==> src/rtl/sipo_deserializer.sv <==
// Serial-in, parallel-out receiver: assembles MSB-first words into a double-buffered
// valid/ready output register. Define SIPO_PARITY_EN to append an even-parity bit per frame.
module sipo_deserializer #(
  parameter int WIDTH = 4
) (
  input  logic             clk,
  input  logic             rst_n,
  input  logic             serial_in,
  input  logic             serial_valid,
  input  logic             sync_clr,
  input  logic             out_ready,
  input  logic             ovr_clr,
  output logic [WIDTH-1:0] parallel_out,
  output logic             out_valid,
  output logic             busy,
  output logic             overrun,
`ifdef SIPO_PARITY_EN
  output logic             parity_err,
`endif
  output logic             dbg_buf_full
);

  // Handshake: a word transfers on any edge where out_valid=1 and out_ready=1;
  // out_valid stays high with parallel_out stable until that transfer happens.

`ifdef SIPO_PARITY_EN
  localparam int FRAME = WIDTH + 1;
`else
  localparam int FRAME = WIDTH;
`endif
  localparam int CNT_W = $clog2(FRAME);
  localparam logic [CNT_W-1:0] CNT_LAST = CNT_W'(FRAME - 1);

  typedef enum logic {
    BUF_EMPTY = 1'b0,
    BUF_FULL  = 1'b1
  } buf_state_e;

  logic [WIDTH-1:0] sh_q, sh_d;
  logic [CNT_W-1:0] cnt_q, cnt_d;
  logic [WIDTH-1:0] po_q, po_d;
  buf_state_e       state_q, state_d;
  logic             overrun_q, overrun_d;
  logic             pe_q, pe_d;

  logic             shift_en;
  logic             complete;
  logic             load;
  logic             ovr_set;
  logic [WIDTH-1:0] word_c;

  always_comb begin
    shift_en = serial_valid & ~sync_clr;
    complete = shift_en & (cnt_q == CNT_LAST);
    sh_d     = sh_q;
    cnt_d    = cnt_q;

    if (sync_clr) begin
      sh_d  = '0;
      cnt_d = '0;
    end else if (serial_valid) begin
      cnt_d = complete ? '0 : cnt_q + 1'b1;
`ifdef SIPO_PARITY_EN
      // The parity bit is checked, never shifted into the data word.
      if (!complete) sh_d = {sh_q[WIDTH-2:0], serial_in};
`else
      sh_d = {sh_q[WIDTH-2:0], serial_in};
`endif
    end
  end

`ifdef SIPO_PARITY_EN
  assign word_c = sh_q;
`else
  assign word_c = {sh_q[WIDTH-2:0], serial_in};
`endif

  always_comb begin
    state_d = state_q;
    po_d    = po_q;
    load    = 1'b0;
    ovr_set = 1'b0;
    case (state_q)
      BUF_EMPTY: begin
        if (complete) begin
          load    = 1'b1;
          state_d = BUF_FULL;
        end
      end
      BUF_FULL: begin
        if (complete) begin
          // Draining on the same edge frees the slot for the new word.
          if (out_ready) load = 1'b1;
          else           ovr_set = 1'b1;
        end else if (out_ready) begin
          state_d = BUF_EMPTY;
        end
      end
      default: state_d = BUF_EMPTY;
    endcase
    if (load) po_d = word_c;

    overrun_d = ovr_set | (overrun_q & ~ovr_clr);
    pe_d      = load ? ((^sh_q) ^ serial_in) : pe_q;
  end

  always_ff @(posedge clk or negedge rst_n) begin
    if (!rst_n) begin
      sh_q      <= '0;
      cnt_q     <= '0;
      po_q      <= '0;
      state_q   <= BUF_EMPTY;
      overrun_q <= 1'b0;
      pe_q      <= 1'b0;
    end else begin
      sh_q      <= sh_d;
      cnt_q     <= cnt_d;
      po_q      <= po_d;
      state_q   <= state_d;
      overrun_q <= overrun_d;
      pe_q      <= pe_d;
    end
  end

  assign parallel_out = po_q;
  assign out_valid    = (state_q == BUF_FULL);
  assign busy         = (cnt_q != '0);
  assign overrun      = overrun_q;
  assign dbg_buf_full = (state_q == BUF_FULL);
`ifdef SIPO_PARITY_EN
  assign parity_err   = pe_q;
`else
  // Parity tracking only matters when the frame carries a parity bit.
  logic unused_pe;
  assign unused_pe = pe_q;
`endif

endmodule
==> config.mk <==
export PLATFORM = sky130hd
export DESIGN_NAME = sipo_deserializer
export DESIGN_NICKNAME = d
export VERILOG_FILES = /design/src/rtl/sipo_deserializer.sv
export SDC_FILE = /design/constraint.sdc
export NUM_CORES = 1
export LEC_CHECK = 0
export ABC_AREA = 1
export CAP_MARGIN = 20
export CELL_PAD_IN_SITES_DETAIL_PLACEMENT = 0
export CELL_PAD_IN_SITES_GLOBAL_PLACEMENT = 1
export CORE_AREA = 2 2 42 44
export DETAILED_ROUTE_END_ITERATION = 10
export DIE_AREA = 0 0 44 46
export PLACE_DENSITY_LB_ADDON = 0.1
export SYNTH_ARGS = -nofsm -noshare
export SYNTH_HDL_FRONTEND = slang
export SYNTH_SLANG_ARGS = --single-unit
==> constraint.sdc <==
create_clock -name clk -period 1.49 [get_ports clk]
set_input_delay 0.298 -clock clk [delete_from_list [all_inputs] [get_ports clk]]
set_output_delay 0.298 -clock clk [all_outputs]
set_load 0.05 [all_outputs]
==> flow_summary.toml <==
[sta]
fmax_mhz = 728
fin_tns_setup_ns = 0
layout_setup_ws_ns = 0.115
relSlewSlack = 0.668
setup_viol = 0
slew_violations = 0
hold_violations = 0
rsz0062_at_grt = "false"
finalCritPeriodShare = 0.923
fin_worst_skew_ns = 0.000669
final.min_clock_period_ns = 1.37
worst_pin_slew_ns = 0.497

[clock_network]
cts_tree = "built"
insertion_delay_ns = 0.26
path_clk_slew_ns = 0.07
h-tree-depth = 1
cts-root-buf = "clkbuf_4"
cts_buffers = 3
cts_sinks = 11
clk_path_buf_depth = 2
ctsHoldBuffers = 0
cts_resized = 0

[critical_path]
worstPathArrival_ns = 1.08
r2r_slack_ns = 0.35
crit_path_top_delay_cell = "dfrtp_1"
setup.worst_path.end_class = "primary output"
r2r_end = "cnt_q[0]"
path_max_fanout = 2
path_cells = "inv_1 -> ha_1 -> inv_1 -> buf_12"
cpMostUsedCell = "inv_1"
rr_startpoint = "cnt_q[0]"
worst_ep_required_time_ns = 1.19
slowest_delay_ns = 0.36
worstSetupPathType = "flop to primary output"
cp-start-kind = "flop"
rr_worst_depth = 5

[power_and_ir_drop]
ir_worst_vdd_mv = 0.349
p_leak_uw = 0.000384
powerDensity_nw_per_um2 = 892

[detailed_routing]
drc = 0
dr.pass1.iters = 4
drt_iter0_drc = 3
vias = 418
via_per_inst = 4.70
avgRoutedWirePerCell_um = 10.5
wl_um = 935
drtAntennaViolNets = 0

[hold_path]
worstHoldPathType = "input pin to async pin"

[logic_synthesis]
ys_warn_count = 0
synth_fp_nets = 63
syn_inst = 54
synth_area_um2 = 514
yosys.area.top_type = "dfrtp_1"
synth.top_cell.area_share = 0.535
seq_area_frac_synth = 0.535
yosysUniqueCellTypes = 15
yosys_register_bits = 11
avgSynthCellArea_um2 = 9.52
synthTopCellsByArea = "dfrtp_1 (54%), nand2_1 (12%), inv_1 (5.1%)"

[finish]
layout_common_cells = "nand2_1 (16), dfrtp_1 (11), buf_12 (8)"
multi_input_area_um2 = 198
stdcell_area_um2 = 782
fill_cells = 158
drive_gt1_frac = 0.250
area_growth_syn_to_layout_pct = 52.1
fin_nets = 82
register_area_um2 = 275
layout_commonest_cell = "nand2_1"
diodes = 0

[global_route]
grt_pass1_wl_mm = 1.68
gr-total-overflow = 0
grt.met2_usage = 0.185
grt-busiest-layer = "met2"
antenna_found_initial = 0
grt_pass1_vias = 397
use_met1 = 0.138
grt_util_all_layers = 0.114
grtUsageMet3 = 0.0357
grt_max_degree = 12

[floorplanning]
coreArea_um2 = 1610
rows = 15
start_util = 0.319
die_w_um = 44
die_area_um2 = 2020
die_h_um = 46
num_io_pins = 15

[place]
dpl.hpwl_um = 751
io_buffers = 14
gp_congestion = 0.636
post-place-ws_ns = 0.0889
postPlaceCellArea_um2 = 748

[run_status]
status = "finished clean"

[job]
maxCapViolCount = 0
-- cells by family after synthesis --
logic type                 synth area share
adders and majority gates            0.0487
AOI/OAI and AO/OA                    0.0681
buffers and inverters                0.0803
DFF                                   0.535
and+or+nand+nor                       0.268
-- stage by stage --
step,util,instances,total power [uW],hold WS [ns]
global placement,0.464,84,502,0.519
global route,0.484,89,741,0.402
finish,0.484,89,698,0.368
detailed placement,0.464,84,503,0.520
CTS,0.480,88,708,0.388
floorplan,-,54,411,0.00241
-- report_power, final --
part | total (uW) | internal [uW] | switching [uW]
logic | 170 | 79.6 | 90.6
clock network | 200 | 103 | 96.4
registers | 328 | 314 | 13.5
-- final cells by class --
class / instances / share of cell area
Tap cell: 17 / 0.0272
Inverter: 9 / 0.0432
Multi-Input combinational cell: 33 / 0.253
Timing Repair Buffer: 15 / 0.291
Clock buffer: 4 / 0.0336
Sequential cell: 11 / 0.352
-- layer usage --
| layer | vias up | part of all wire |
|---|---|---|
| met5 | - | 0 |
| met4 | 0 | 0 |
| met3 | 0 | 0.081 |
| met2 | 13 | 0.51 |
| met1 | 194 | 0.41 |
| li1 | 211 | - |
-- repair_timing --
action	4_1_cts	5_1_grt
buffers inserted	0	1
endpoints found under the hold margin	0	0
setup endpoints to repair	0	1
-- cell usage after synthesis (all sizes together) --
library cell / n
nor2: 2
inv: 9
nand3: 2
dfrtp: 11
buf: 1
nand2: 17
ha: 2
o21ai: 5
nand4: 4
o22ai: 1
-- sequential cells by signal (all words and copies together) (netlist names) --
name and count:
parallel_out 4, sh_q 3, cnt_q 2, dbg_buf_full 1, overrun 1
-- critical path: cells and delay by family (launching register included) --
kind / cells / cell delay, ns
flip-flops: 1 / 0.36
buffers and inverters: 3 / 0.29
adder cells (fa/ha/maj): 1 / 0.17
-- worst max-delay path by stage --
stage | endpoint | cells after the start | from
final | busy | 4 | cnt_q[1]
after detailed placement | parallel_out[1] | 5 | sync_clr
after global placement | parallel_out[0] | 5 | sync_clr
after floorplan | parallel_out[0] | 4 | dbg_buf_full
after CTS | busy | 4 | cnt_q[0]
after global routing | busy | 4 | cnt_q[1]
Note: power is estimated with default switching activity, not from simulation.
